**src/rtl/i2s_tx_sequencer.sv**
```systemverilog
// I2S transmit sequencer: derives MCLK/SCLK/LRCK from the system clock,
// pulls stereo pairs from the mixer over valid/ready and serialises them
// as Philips I2S (MSB one SCLK after the LRCK edge, 32-bit slots).
module i2s_tx_sequencer #(
  parameter int unsigned DATA_W   = 24,
  parameter int unsigned MCLK_DIV = 8,
  parameter int unsigned SCLK_DIV = 32
) (
  input  logic              clk,
  input  logic              rst,
  input  logic              en,
  input  logic              s_valid,
  output logic              s_ready,
  input  logic [DATA_W-1:0] s_left,
  input  logic [DATA_W-1:0] s_right,
  input  logic              underrun_clr,
  output logic              mclk,
  output logic              sclk,
  output logic              lrck,
  output logic              sdata,
  output logic              frame_tick,
  output logic              underrun
);

  localparam int unsigned DIV_W = (SCLK_DIV > 2) ? $clog2(SCLK_DIV) : 1;
  localparam int unsigned IDX_W = (DATA_W > 1) ? $clog2(DATA_W) : 1;
  localparam logic [DIV_W-1:0] DIV_LAST = DIV_W'(SCLK_DIV - 1);

  typedef enum logic [1:0] {
    IDLE,
    PRIME,
    RUN
  } state_t;

  state_t              state_q, state_d;
  logic [DIV_W-1:0]    div_q, div_d;
  logic [5:0]          bit_q, bit_d;
  logic                hold_full_q, hold_full_d;
  logic [DATA_W-1:0]   hold_l_q, hold_l_d, hold_r_q, hold_r_d;
  logic [DATA_W-1:0]   frame_l_q, frame_l_d, frame_r_q, frame_r_d;
  logic                underrun_d;
  logic                handshake, boundary;

  logic                run_d;
  logic                s_ready_d, mclk_d, sclk_d, lrck_d, sdata_d, frame_tick_d;
  logic [4:0]          slot;
  logic [IDX_W-1:0]    idx;
  logic [DATA_W-1:0]   chan;

  // Next-state logic: sequencing, counters, holding/frame registers, underrun flag
  always_comb begin
    state_d     = state_q;
    div_d       = div_q;
    bit_d       = bit_q;
    hold_full_d = hold_full_q;
    hold_l_d    = hold_l_q;
    hold_r_d    = hold_r_q;
    frame_l_d   = frame_l_q;
    frame_r_d   = frame_r_q;
    underrun_d  = underrun & ~underrun_clr;
    handshake   = s_valid & s_ready;
    boundary    = (state_q == RUN) && (div_q == DIV_LAST) && (bit_q == 6'd63);

    if (!en) begin
      // Abandon any frame in progress; underrun survives.
      state_d     = IDLE;
      div_d       = '0;
      bit_d       = '0;
      hold_full_d = 1'b0;
    end else begin
      unique case (state_q)
        IDLE: state_d = PRIME;
        PRIME: begin
          if (handshake) begin
            frame_l_d = s_left;
            frame_r_d = s_right;
            state_d   = RUN;
          end
        end
        RUN: begin
          if (div_q == DIV_LAST) begin
            div_d = '0;
            bit_d = bit_q + 6'd1;
          end else begin
            div_d = div_q + DIV_W'(1);
          end
          if (handshake) begin
            hold_l_d    = s_left;
            hold_r_d    = s_right;
            hold_full_d = 1'b1;
          end
          // s_ready is low whenever hold is full, so a boundary handshake
          // only ever lands in an empty hold and plays one frame later.
          if (boundary) begin
            if (hold_full_q) begin
              frame_l_d   = hold_l_q;
              frame_r_d   = hold_r_q;
              hold_full_d = 1'b0;
            end else begin
              frame_l_d  = '0;
              frame_r_d  = '0;
              underrun_d = 1'b1;
            end
          end
        end
        default: state_d = IDLE;
      endcase
    end
  end

  // Output decode from next-cycle values so every pin is a plain flop
  always_comb begin
    run_d        = (state_d == RUN);
    slot         = bit_d[4:0];
    chan         = bit_d[5] ? frame_r_d : frame_l_d;
    idx          = IDX_W'(DATA_W - 32'(slot));
    mclk_d       = run_d && ((32'(div_d) % MCLK_DIV) >= (MCLK_DIV / 2));
    sclk_d       = run_d && (32'(div_d) >= (SCLK_DIV / 2));
    lrck_d       = run_d && bit_d[5];
    sdata_d      = run_d && (slot != 5'd0) && (32'(slot) <= DATA_W) && chan[idx];
    frame_tick_d = run_d && (div_d == DIV_LAST) && (bit_d == 6'd63);
    s_ready_d    = (state_d == PRIME) || (run_d && !hold_full_d);
  end

  // State, datapath and output registers
  always_ff @(posedge clk or negedge rst) begin
    if (!rst) begin
      state_q     <= IDLE;
      div_q       <= '0;
      bit_q       <= '0;
      hold_full_q <= 1'b0;
      hold_l_q    <= '0;
      hold_r_q    <= '0;
      frame_l_q   <= '0;
      frame_r_q   <= '0;
      underrun    <= 1'b0;
      s_ready     <= 1'b0;
      mclk        <= 1'b0;
      sclk        <= 1'b0;
      lrck        <= 1'b0;
      sdata       <= 1'b0;
      frame_tick  <= 1'b0;
    end else begin
      state_q     <= state_d;
      div_q       <= div_d;
      bit_q       <= bit_d;
      hold_full_q <= hold_full_d;
      hold_l_q    <= hold_l_d;
      hold_r_q    <= hold_r_d;
      frame_l_q   <= frame_l_d;
      frame_r_q   <= frame_r_d;
      underrun    <= underrun_d;
      s_ready     <= s_ready_d;
      mclk        <= mclk_d;
      sclk        <= sclk_d;
      lrck        <= lrck_d;
      sdata       <= sdata_d;
      frame_tick  <= frame_tick_d;
    end
  end

endmodule
```
**config.mk**
```make
export PLATFORM = sky130hd
export DESIGN_NAME = i2s_tx_sequencer
export DESIGN_NICKNAME = d
export VERILOG_FILES = /design/src/rtl/i2s_tx_sequencer.sv
export SDC_FILE = /design/constraint.sdc
export NUM_CORES = 1
export LEC_CHECK = 0
export ABC_AREA = 1
export ABC_CLOCK_PERIOD_IN_PS = 4019
export CAP_MARGIN = 20
export CORE_MARGIN = 3
export CORE_UTILIZATION = 59
export CTS_BUF_LIST = sky130_fd_sc_hd__clkbuf_8
export DETAILED_ROUTE_END_ITERATION = 10
export GPL_ROUTABILITY_DRIVEN = 1
export PLACE_DENSITY = 0.82
export SYNTH_ARGS = -nofsm -noshare
export SYNTH_HDL_FRONTEND = slang
export SYNTH_SLANG_ARGS = --single-unit
export TNS_END_PERCENT = 1
```
**constraint.sdc**
```tcl
create_clock -name clk -period 4.02 [get_ports clk]
set_clock_uncertainty 0.2 [all_clocks]
set_input_delay 0.804 -clock clk [delete_from_list [all_inputs] [get_ports clk]]
set_output_delay 0.804 -clock clk [all_outputs]
set_load 0.02 [all_outputs]
```
==> flow_metrics.tcl, run 1 <==
set metrics [dict create \
    vias_per_cell 5.52 \
    pwr-share-seq_pct 46.7 \
    die_w_um 108 \
    syn-mean-instance-area_um2 7.99 \
    antenna_found_initial 0 \
    p_sw_share_pct 25.7 \
    grt-ovfl-total 0 \
    dp_hpwl_mm 9.59 \
    synth_compound_area_share_pct 5.62 \
    cp.arrival_ns 3.43 \
    switchingPower_mw 0.752 \
    p_leak_nw 3.77 \
    drive_above_1_share_pct 11.2 \
    synth_edf_count 0 \
    ir_drop_mv 0.286 \
    wirelength_mm 14.2 \
    internal_power_mw 2.17 \
    status "complete, no violations" \
    setup_tns_ns 0 \
    min_path_type "input pin to asynchronous set/reset pin" \
    grt_pass1_wl_mm 24.5 \
    dieArea_um2 11600 \
    die_h_um 108 \
    slowest_delay_ns 0.41 \
    first_iter_violations 367 \
    synth_common_cells "nand2_1, dfrtp_1, nand3_1" \
    ys_top_cells_by_area "dfrtp_1, nand2_1, nand3_1" \
    grt_setup_unrepaired "false" \
    nNetsFinal 876 \
    synthCells 764 \
    ant_nets 0 \
    async_flop_share_pct 100 \
    synthXorXnorAreaFrac_pct 0.144 \
    postLayoutCellArea_um2 7200 \
    synth_seq_cells 117 \
    area_growth_syn_to_layout_pct 17.9 \
    worst_pin_slew_ns 0.794 \
    cp_data_required_time_ns 4.17 \
    rows 36 \
    min_period_ns 3.29 \
    clk_pin_slew_ns 0.08 \
    hold_slack_ns 0.267 \
    placed_area_um2 6750 \
    timing.fmax_mhz 304 \
    cp-startpoint "div_q[1]" \
    cts_tree "built" \
    post-route-util_pct 72.6 \
    setup_viol 0 \
    clockBufferDepth 2 \
    cp_max_fo 28 \
    pwr-share-clk_pct 40.5 \
    antenna_cells 0 \
    cts_setup_buffers 0 \
    synth_mux_area_share_pct 3.88 \
    ios 60 \
    synth_top_area_cell "dfrtp_1" \
    reg2reg_to "sdata" \
    min_period_over_period_pct 81.7 \
    crit_chain "ha_1, inv_1, nor3_1, ha_1, nand2_8, nor2_8, nand3_4, o21ai_0, nand2_1, nand3_1, nand3_1, nand2_1, nand2_1, nand3_1, nand3_1, nand2_1, inv_1, nor2_1" \
    combPwrFrac_pct 12.8 \
    rr_startpoint "div_q[1]" \
    cts_resized 0 \
    place_congestion 0.907 \
    drt_pass1_iterations 5 \
    initial_core_util_pct 61.6 \
    synth_nets 826 \
    drv_cap 0 \
    max_slew_margin_pct 47.1 \
    synth_top_family_by_area "simple AND/OR/NAND/NOR gates" \
    cp-start-kind "register" \
    synth_cell_types 35 \
    end_kind "register" \
    syn_area_um2 6100 \
    synth_fa_ha_area_share_pct 1.85 \
    synth.most_common_cell "nand2_1" \
    critPathKind "register to register" \
    yosys.area_share.simple_pct 33.2 \
    p_per_area_nw_per_um2 407 \
    finalMaxSlewViolations 0 \
    yosys_warnings 0 \
    grtUsageTotal_pct 26.6 \
    cts-buffers-inserted 17 \
    root_buffer "clkbuf_8" \
    synth_ff_type "dfrtp_1" \
    cts_hold_buf 0 \
    drc_errors 0 \
    grt_max_degree 61 \
    htreeDepth 4 \
    finalHoldViolations 0 \
    wire_per_inst_um 14.8 \
    yosys.area.top_type_share_pct 48.0 \
    cts_sinks 117 \
    ys_seq_area_share_pct 48.0 \
    fillers 785 \
    core_area_um2 9910 \
    vias 5303 \
    grt_pass1_vias 5257 \
    r2r_slack_ns 0.73 \
    worstSkewPairLatency_ns 0.42 \
    crit_path_top_delay_cell "dfrtp_1" \
    r2r_cells 18 \
    io_buffers 59 \
]
[logic make-up after synthesis]
family / count (synthesis)
buf+inv: 101
mux: 21
compound gates: 66
xor+xnor: 1
flops: 117
fa+ha+maj: 9
simple gates: 449
[critical path, delay by kind of cell, from the launching register on]
family / cells / cell delay, ns
AOI/OAI and AO/OA: 1 / 0.29
buffers and inverters: 2 / 0.09
adders and majority gates: 2 / 0.45
and+or+nand+nor: 13 / 1.74
DFF: 1 / 0.41
[cells in the final DEF, fill, tap and decap left out, types with 9 or more instances in the layout]
cell type	instances
nand2_1	283
dfrtp_1	117
nand3_1	84
inv_1	61
clkdlybuf4s50_1	58
o21ai_0	41
nand4_1	22
mux2_2	21
nor2_1	20
o21ai_1	19
clkbuf_8	19
nand2_2	12
buf_4	11
nor3_1	10
ha_1	9
[metal layers]
metal	global-route usage [%]	vias up	wire length, um
met1	35.0	2525	6170
met2	43.7	186	6990
met4	9.20	0	316
met3	5.88	25	726
met5	0	-	0
li1	-	2567	-
[worst max-delay path by stage]
| stage | endpoint | cells past startpoint |
|---|---|---|
| global placement | sdata | 13 |
| CTS | sdata | 18 |
| detailed placement | sdata | 12 |
| finish | sdata | 18 |
| floorplan | sdata | 14 |
| global route | sdata | 18 |
[stage by stage]
stage / instances / power, mW / setup WS (ns)
2_1_floorplan: 764 / 1.61 / 1.22
3_3_place_gp: 928 / 1.74 / 0.546
3_5_place_dp: 928 / 1.76 / 0.453
4_1_cts: 960 / 2.94 / 0.703
5_1_grt: 960 / 3.07 / 0.407
6_report: 960 / 2.93 / 0.734
[layout make-up]
cell class | count | area [um2] | area share, %
Inverter | 62 | 233 | 3.23
Multi-Input combinational cell | 546 | 2740 | 38.1
Sequential cell | 117 | 2930 | 40.7
Clock buffer | 19 | 262 | 3.63
Tap cell | 133 | 166 | 2.31
Timing Repair Buffer | 70 | 683 | 9.49
Clock inverter | 13 | 181 | 2.52
[registers in the layout, summed over array words and instances, names as in the netlist]
| name | cells |
|---|---|
| bit_q | 6 |
| div_q | 5 |
| frame_l_q | 24 |
| frame_r_q | 24 |
| frame_tick | 1 |
| hold_full_q | 1 |
| hold_l_q | 24 |
| hold_r_q | 24 |
| lrck | 1 |
| mclk | 1 |
| s_ready | 1 |
| sclk | 1 |
| sdata | 1 |
| state_q | 2 |
| underrun | 1 |
[power groups by stage]
stage	clock network [mW]	logic [mW]	registers [mW]
floorplan	0	0.233	1.38
global placement	0	0.357	1.38
detailed placement	0	0.374	1.39
CTS	1.20	0.379	1.37
global route	1.26	0.429	1.38
finish	1.18	0.375	1.37
(Power assumes the default switching activity.)
==> run 2: changes to the inputs <==
- ABC_CLOCK_PERIOD_IN_PS: 4019 -> 3000
- CORE_UTILIZATION: 59 -> 54
- PLACE_DENSITY: 0.82 -> 0.79
- clock period: 4.02 -> 3 ns (I/O delays scaled with it)
==> run 2 against run 1 <==
Net effect:
- critical path depth grew 2
- maximum frequency grew 14%
- core utilization fell by 4.1 points
==> flow_metrics.tcl, run 2 (synthesis gave the netlist of run 1 again) <==
set metrics [dict create \
    status "complete, no violations" \
    finalMaxSlewViolations 0 \
    layout.cells.most_common_list "nand2_1, dfrtp_1, nand3_1" \
    instances_no_fill 985 \
    place_congestion 0.910 \
    ios 60 \
    min_path_type "register to register" \
    finalHoldViolations 0 \
    initial_core_util_pct 55.8 \
    min_period_over_period_pct 96.4 \
    r2r_cells 20 \
    grt_pass1_vias 5370 \
    critPathTopFamily "simple AND/OR/NAND/NOR gates" \
    switchingPower_mw 1.03 \
    postLayoutCellArea_um2 7490 \
    dp_hpwl_mm 10.2 \
    core_area_um2 10900 \
    clockBufferDepth 2 \
    pwr-share-seq_pct 46.6 \
    multi_input_area_um2 2780 \
    wirelength_mm 15.4 \
    cts-buffers-inserted 17 \
    p_sw_share_pct 26.3 \
    rows 38 \
    wire_per_inst_um 15.7 \
    drv_cap 0 \
    seq_area_um2 2930 \
    worst_pin_slew_ns 0.417 \
    r2r_slack_ns 0.11 \
    htreeDepth 4 \
    min_period_ns 2.89 \
    drc_errors 0 \
    nNetsFinal 895 \
    p_total_mw 3.93 \
    clk_pin_slew_ns 0.07 \
    placed_area_um2 6910 \
    io_buffers 59 \
    post-route-util_pct 68.5 \
    dp.cells 945 \
    cpMostUsedCell "nand2_1" \
    antenna_found_initial 0 \
    die_w_um 112 \
    internal_power_mw 2.90 \
    die_h_um 112 \
    crit_path_top_delay_cell "dfrtp_1" \
    rr_startpoint "div_q[1]" \
    ir_drop_mv 0.394 \
    hold_end "frame_r_q[22]" \
    grtUsageTotal_pct 24.3 \
    hold_depth 2 \
    ant_nets 0 \
    end_kind "register" \
    crit_buf_inv 2 \
    pwr-share-clk_pct 39.3 \
    p_leak_nw 3.90 \
    vias_per_cell 5.56 \
    cts_sinks 117 \
    grt-ovfl-total 0 \
    final_common_cell "nand2_1" \
    max_slew_margin_pct 72.2 \
    cp.arrival_ns 3.01 \
    slowest_delay_ns 0.40 \
    reg2reg_to "sdata" \
    min-delay-start "frame_r_q[22]" \
    combPwrFrac_pct 14.1 \
    grt_max_degree 64 \
    area_growth_syn_to_layout_pct 22.7 \
    dieArea_um2 12600 \
    antenna_cells 0 \
    cts_tree "built" \
    drive_above_1_share_pct 13.8 \
    cp-start-kind "register" \
    worstSkewPairLatency_ns 0.43 \
    timing.fmax_mhz 346 \
    vias 5474 \
    cp_data_required_time_ns 3.12 \
    crit_chain "ha_2, inv_1, nor3_2, ha_2, nand2_8, nor2_8, nand2_2, nand2_1, nand2_4, clkbuf_16, nand2_1, nand3_1, nand3_1, nand2_1, nand2_1, nand3_1, nand2_1, nand2_1, nand3_1, nor2_1" \
    fillers 880 \
    critPathKind "register to register" \
    first_iter_violations 364 \
    grt_pass1_wl_mm 25.1 \
    drt_pass1_iterations 6 \
    root_buffer "clkbuf_8" \
    cp_max_fo 11 \
    p_per_area_nw_per_um2 525 \
    setup_viol 0 \
]
-- run 2: worst max-delay path by stage --
stage,startpoint,slack [ns],cells after the start,end
final,div_q[1],0.11,20,sdata
after global routing,div_q[1],-0.06,20,sdata
after CTS,div_q[1],0.009,19,sdata
after detailed placement,div_q[1],0.03,19,sdata
after global placement,s_valid,0.17,16,sdata
after floorplan,div_q[1],0.20,19,sdata
-- run 2: metrics by stage --
step / setup WS [ns] / setup TNS, ns / hold WS, ns
CTS: 0.00903 / 0 / 0.275
detailed placement: 0.0281 / 0 / 0.260
finish: 0.109 / 0 / 0.274
global placement: 0.170 / 0 / 0.251
global route: -0.0597 / -0.0597 / 0.297
floorplan: 0.199 / 0 / 0.104
-- run 2: cell type report --
type	count	area share [%]
inverter	62	3.11
clock buffer	17	3.12
clock inverter	14	2.51
tap	140	2.34
timing repair buffer	88	12.7
sequential	117	39.1
multi-input combinational	547	37.1
-- run 2: repair_timing --
item | CTS | global route
resized for setup | 0 | 14
buffers inserted | 0 | 4
hold buffers | 1 | 0
cloned | 0 | 4
endpoints found under the hold margin | 26 | 0
endpoints found under the setup margin | 1 | 1
pin swaps | 1 | 5
-- run 2: layer usage --
metal | GRT usage (%) | part of all wire [%] | vias to the layer above
met4 | 8.49 | 2.0 | 0
met3 | 5.44 | 5.5 | 31
li1 | - | - | 2613
met2 | 40.9 | 50 | 167
met1 | 31.2 | 43 | 2663
met5 | 0 | 0 | -
-- run 2: power by group through the flow --
stage / Sequential, mW / Clock, mW / Combinational [mW]
2_1_floorplan: 1.84 / 0 / 0.313
3_3_place_gp: 1.85 / 0 / 0.496
3_5_place_dp: 1.86 / 0 / 0.519
4_1_cts: 1.83 / 1.56 / 0.525
5_1_grt: 1.85 / 1.65 / 0.621
6_report: 1.83 / 1.54 / 0.555
-- run 2: tightest hold or removal path: cells and delay by family (launching register included) --
| kind | cells | cell delay, ns |
|---|---|---|
| simple gates | 2 | 0.13 |
| flops | 1 | 0.32 |
==> run 3: changes to the inputs <==
- CORE_UTILIZATION: 54 -> 40
- PLACE_DENSITY: 0.79 -> not set
==> run 3 against run 2 <==
Net effect:
- worst setup slack lost 0.028 ns
- die area grew 33%
- count of clock-buffer cells in the layout grew 2
- sequential cell count is the same
- combinational power shrank 2%
- register-to-register slack lost 0.03 ns
- final area grew 2.8%
- routed wire length grew 2.5%
- largest cell class unchanged
- cell count grew 5.2%
- via count shrank 2.7%
- non-clock buffer count grew 5
==> flow_metrics.tcl, run 3 (synthesis gave the netlist of run 1 again) <==
set metrics [dict create \
    route.met2.wl_mm 7.42 \
    cts-buffers-inserted 17 \
    min_period_ns 2.92 \
    area_growth_syn_to_layout_pct 26.1 \
    cp-start-kind "register" \
    rows 44 \
    final_common_cell "nand2_1" \
    slowest_delay_ns 0.37 \
    grt_pass1_wl_mm 26.0 \
    critPathTopFamily "simple AND/OR/NAND/NOR gates" \
    wire_per_inst_um 15.3 \
    drc_errors 0 \
    p_per_area_nw_per_um2 529 \
    wirelength_mm 15.8 \
    p_total_mw 4.07 \
    drv_cap 0 \
    worst_pin_slew_ns 0.586 \
    crit_buf_inv 3 \
    vias_per_cell 5.14 \
    first_iter_violations 408 \
    die_w_um 130 \
    nNetsFinal 901 \
    post-route-util_pct 52.2 \
    ant_nets 0 \
    grt_setup_unrepaired "true" \
    dieArea_um2 16800 \
    dp_hpwl_mm 10.4 \
    clk_pin_slew_ns 0.07 \
    hold_slack_ns 0.274 \
    drt_pass1_iterations 6 \
    finalHoldViolations 0 \
    worstSkewPairLatency_ns 0.44 \
    layout.cells.most_common_list "nand2_1, dfrtp_1, nand3_1" \
    ir_drop_mv 0.246 \
    status "complete, no violations" \
    critPathKind "register to register" \
    clockBufferDepth 2 \
    cts_tree "built" \
    end_kind "register" \
    grt-ovfl-total 0 \
    p_leak_nw 3.95 \
    wl_met3_um 612 \
    root_buffer "clkbuf_8" \
    cp_max_fo 8 \
    htreeDepth 4 \
    ios 60 \
    placed_area_um2 6980 \
    top_layer_used "met4" \
    wl_met1_mm 7.32 \
    vias 5324 \
    initial_core_util_pct 41.4 \
    setup_viol 0 \
    die_h_um 130 \
    drive_above_1_share_pct 16.8 \
    crit_chain "ha_2, inv_2, nor3_2, ha_2, nand2_8, nor2_8, nand3_4, clkbuf_16, o21ai_1, nand2_1, nand3_1, nand3_1, nand2_1, nand2_1, nand3_1, nand3_1, nand2_1, inv_1, nor2_1" \
    min_period_over_period_pct 97.3 \
    crit_path_top_delay_cell "dfrtp_1" \
    core_area_um2 14800 \
    grtUsageTotal_pct 19.5 \
    timing.fmax_mhz 342 \
    antenna_cells 0 \
    finalMaxSlewViolations 0 \
    max_slew_margin_pct 61.0 \
    min_path_type "register to register" \
    grt_max_degree 64 \
    cts_sinks 117 \
    grt_pass1_vias 5283 \
    cp_data_required_time_ns 3.18 \
    io_buffers 59 \
    antenna_found_initial 0 \
    cp.arrival_ns 3.10 \
    postLayoutCellArea_um2 7700 \
    place_congestion 0.904 \
]
## run 3: cell types whose count changed in the layout (fill, tap and decap cells not counted), moves of 4 or more
cell / previous run / this run
buf_4: 17 / 23
o21ai_1: 22 / 11
nand3_1: 84 / 77
nand2_2: 12 / 16
o21ai_2: 2 / 8
nand3_2: 2 / 9
## run 3: through the flow
stage | TNS [ns] | std cells | setup WS (ns)
2_1_floorplan | 0 | 764 | 0.199
3_3_place_gp | 0 | 992 | 0.113
3_5_place_dp | 0 | 992 | 0.0719
4_1_cts | 0 | 1025 | 0.0931
5_1_grt | -0.124 | 1036 | -0.124
6_report | 0 | 1036 | 0.0801
## run 3: final timing paths
path | from | slack, ns | endpoint | cells past startpoint
worst max-delay path | div_q[0] | 0.08 | sdata | 19
worst min-delay path | frame_r_q[11] | 0.27 | frame_r_q[11] | 2
worst max register to register | div_q[0] | 0.08 | sdata | 19
worst min register to register | frame_r_q[11] | 0.27 | frame_r_q[11] | 2
max in group asynchronous | rst | 1.40 | frame_r_q[23] | 3
min in group asynchronous | rst | 0.52 | hold_r_q[21] | 2
## run 3: layer usage
metal | vias to the layer above | track usage, %
li1 | 2626 | -
met1 | 2543 | 26.5
met2 | 123 | 30.9
met3 | 32 | 4.20
met4 | 0 | 7.46
met5 | - | 0
## run 3: worst register-to-register path: cells and delay by family, from the launching register on
| family | cells | cell delay, ns |
|---|---|---|
| compound gates | 1 | 0.18 |
| fa+ha+maj | 2 | 0.45 |
| buf+inv | 3 | 0.34 |
| flops | 1 | 0.37 |
| simple gates | 13 | 1.31 |
## run 3: repair_timing
action                                  in CTS  in global routing
endpoints found under the setup margin       0                  1
resized for setup                            0                 33
hold endpoints to repair                    36                  0
hold buffers                                 1                  0
buffers inserted                             0                  8
## run 3: final cells by class
cell class | count | area [um2]
inverter | 62 | 233
multi-input combinational | 548 | 2880
clock inverter | 13 | 204
clock buffer | 19 | 262
timing repair buffer | 93 | 962
tap | 184 | 230
fill | 1402 | 7060
sequential | 117 | 2930
## run 3: power by group
group | switching, mW | leakage, nW | internal (mW) | total [mW]
clock network | 0.670 | 0.224 | 1.03 | 1.70
logic | 0.319 | 2.23 | 0.226 | 0.545
registers | 0.0630 | 1.50 | 1.76 | 1.83
total | 1.05 | 3.95 | 3.02 | 4.07
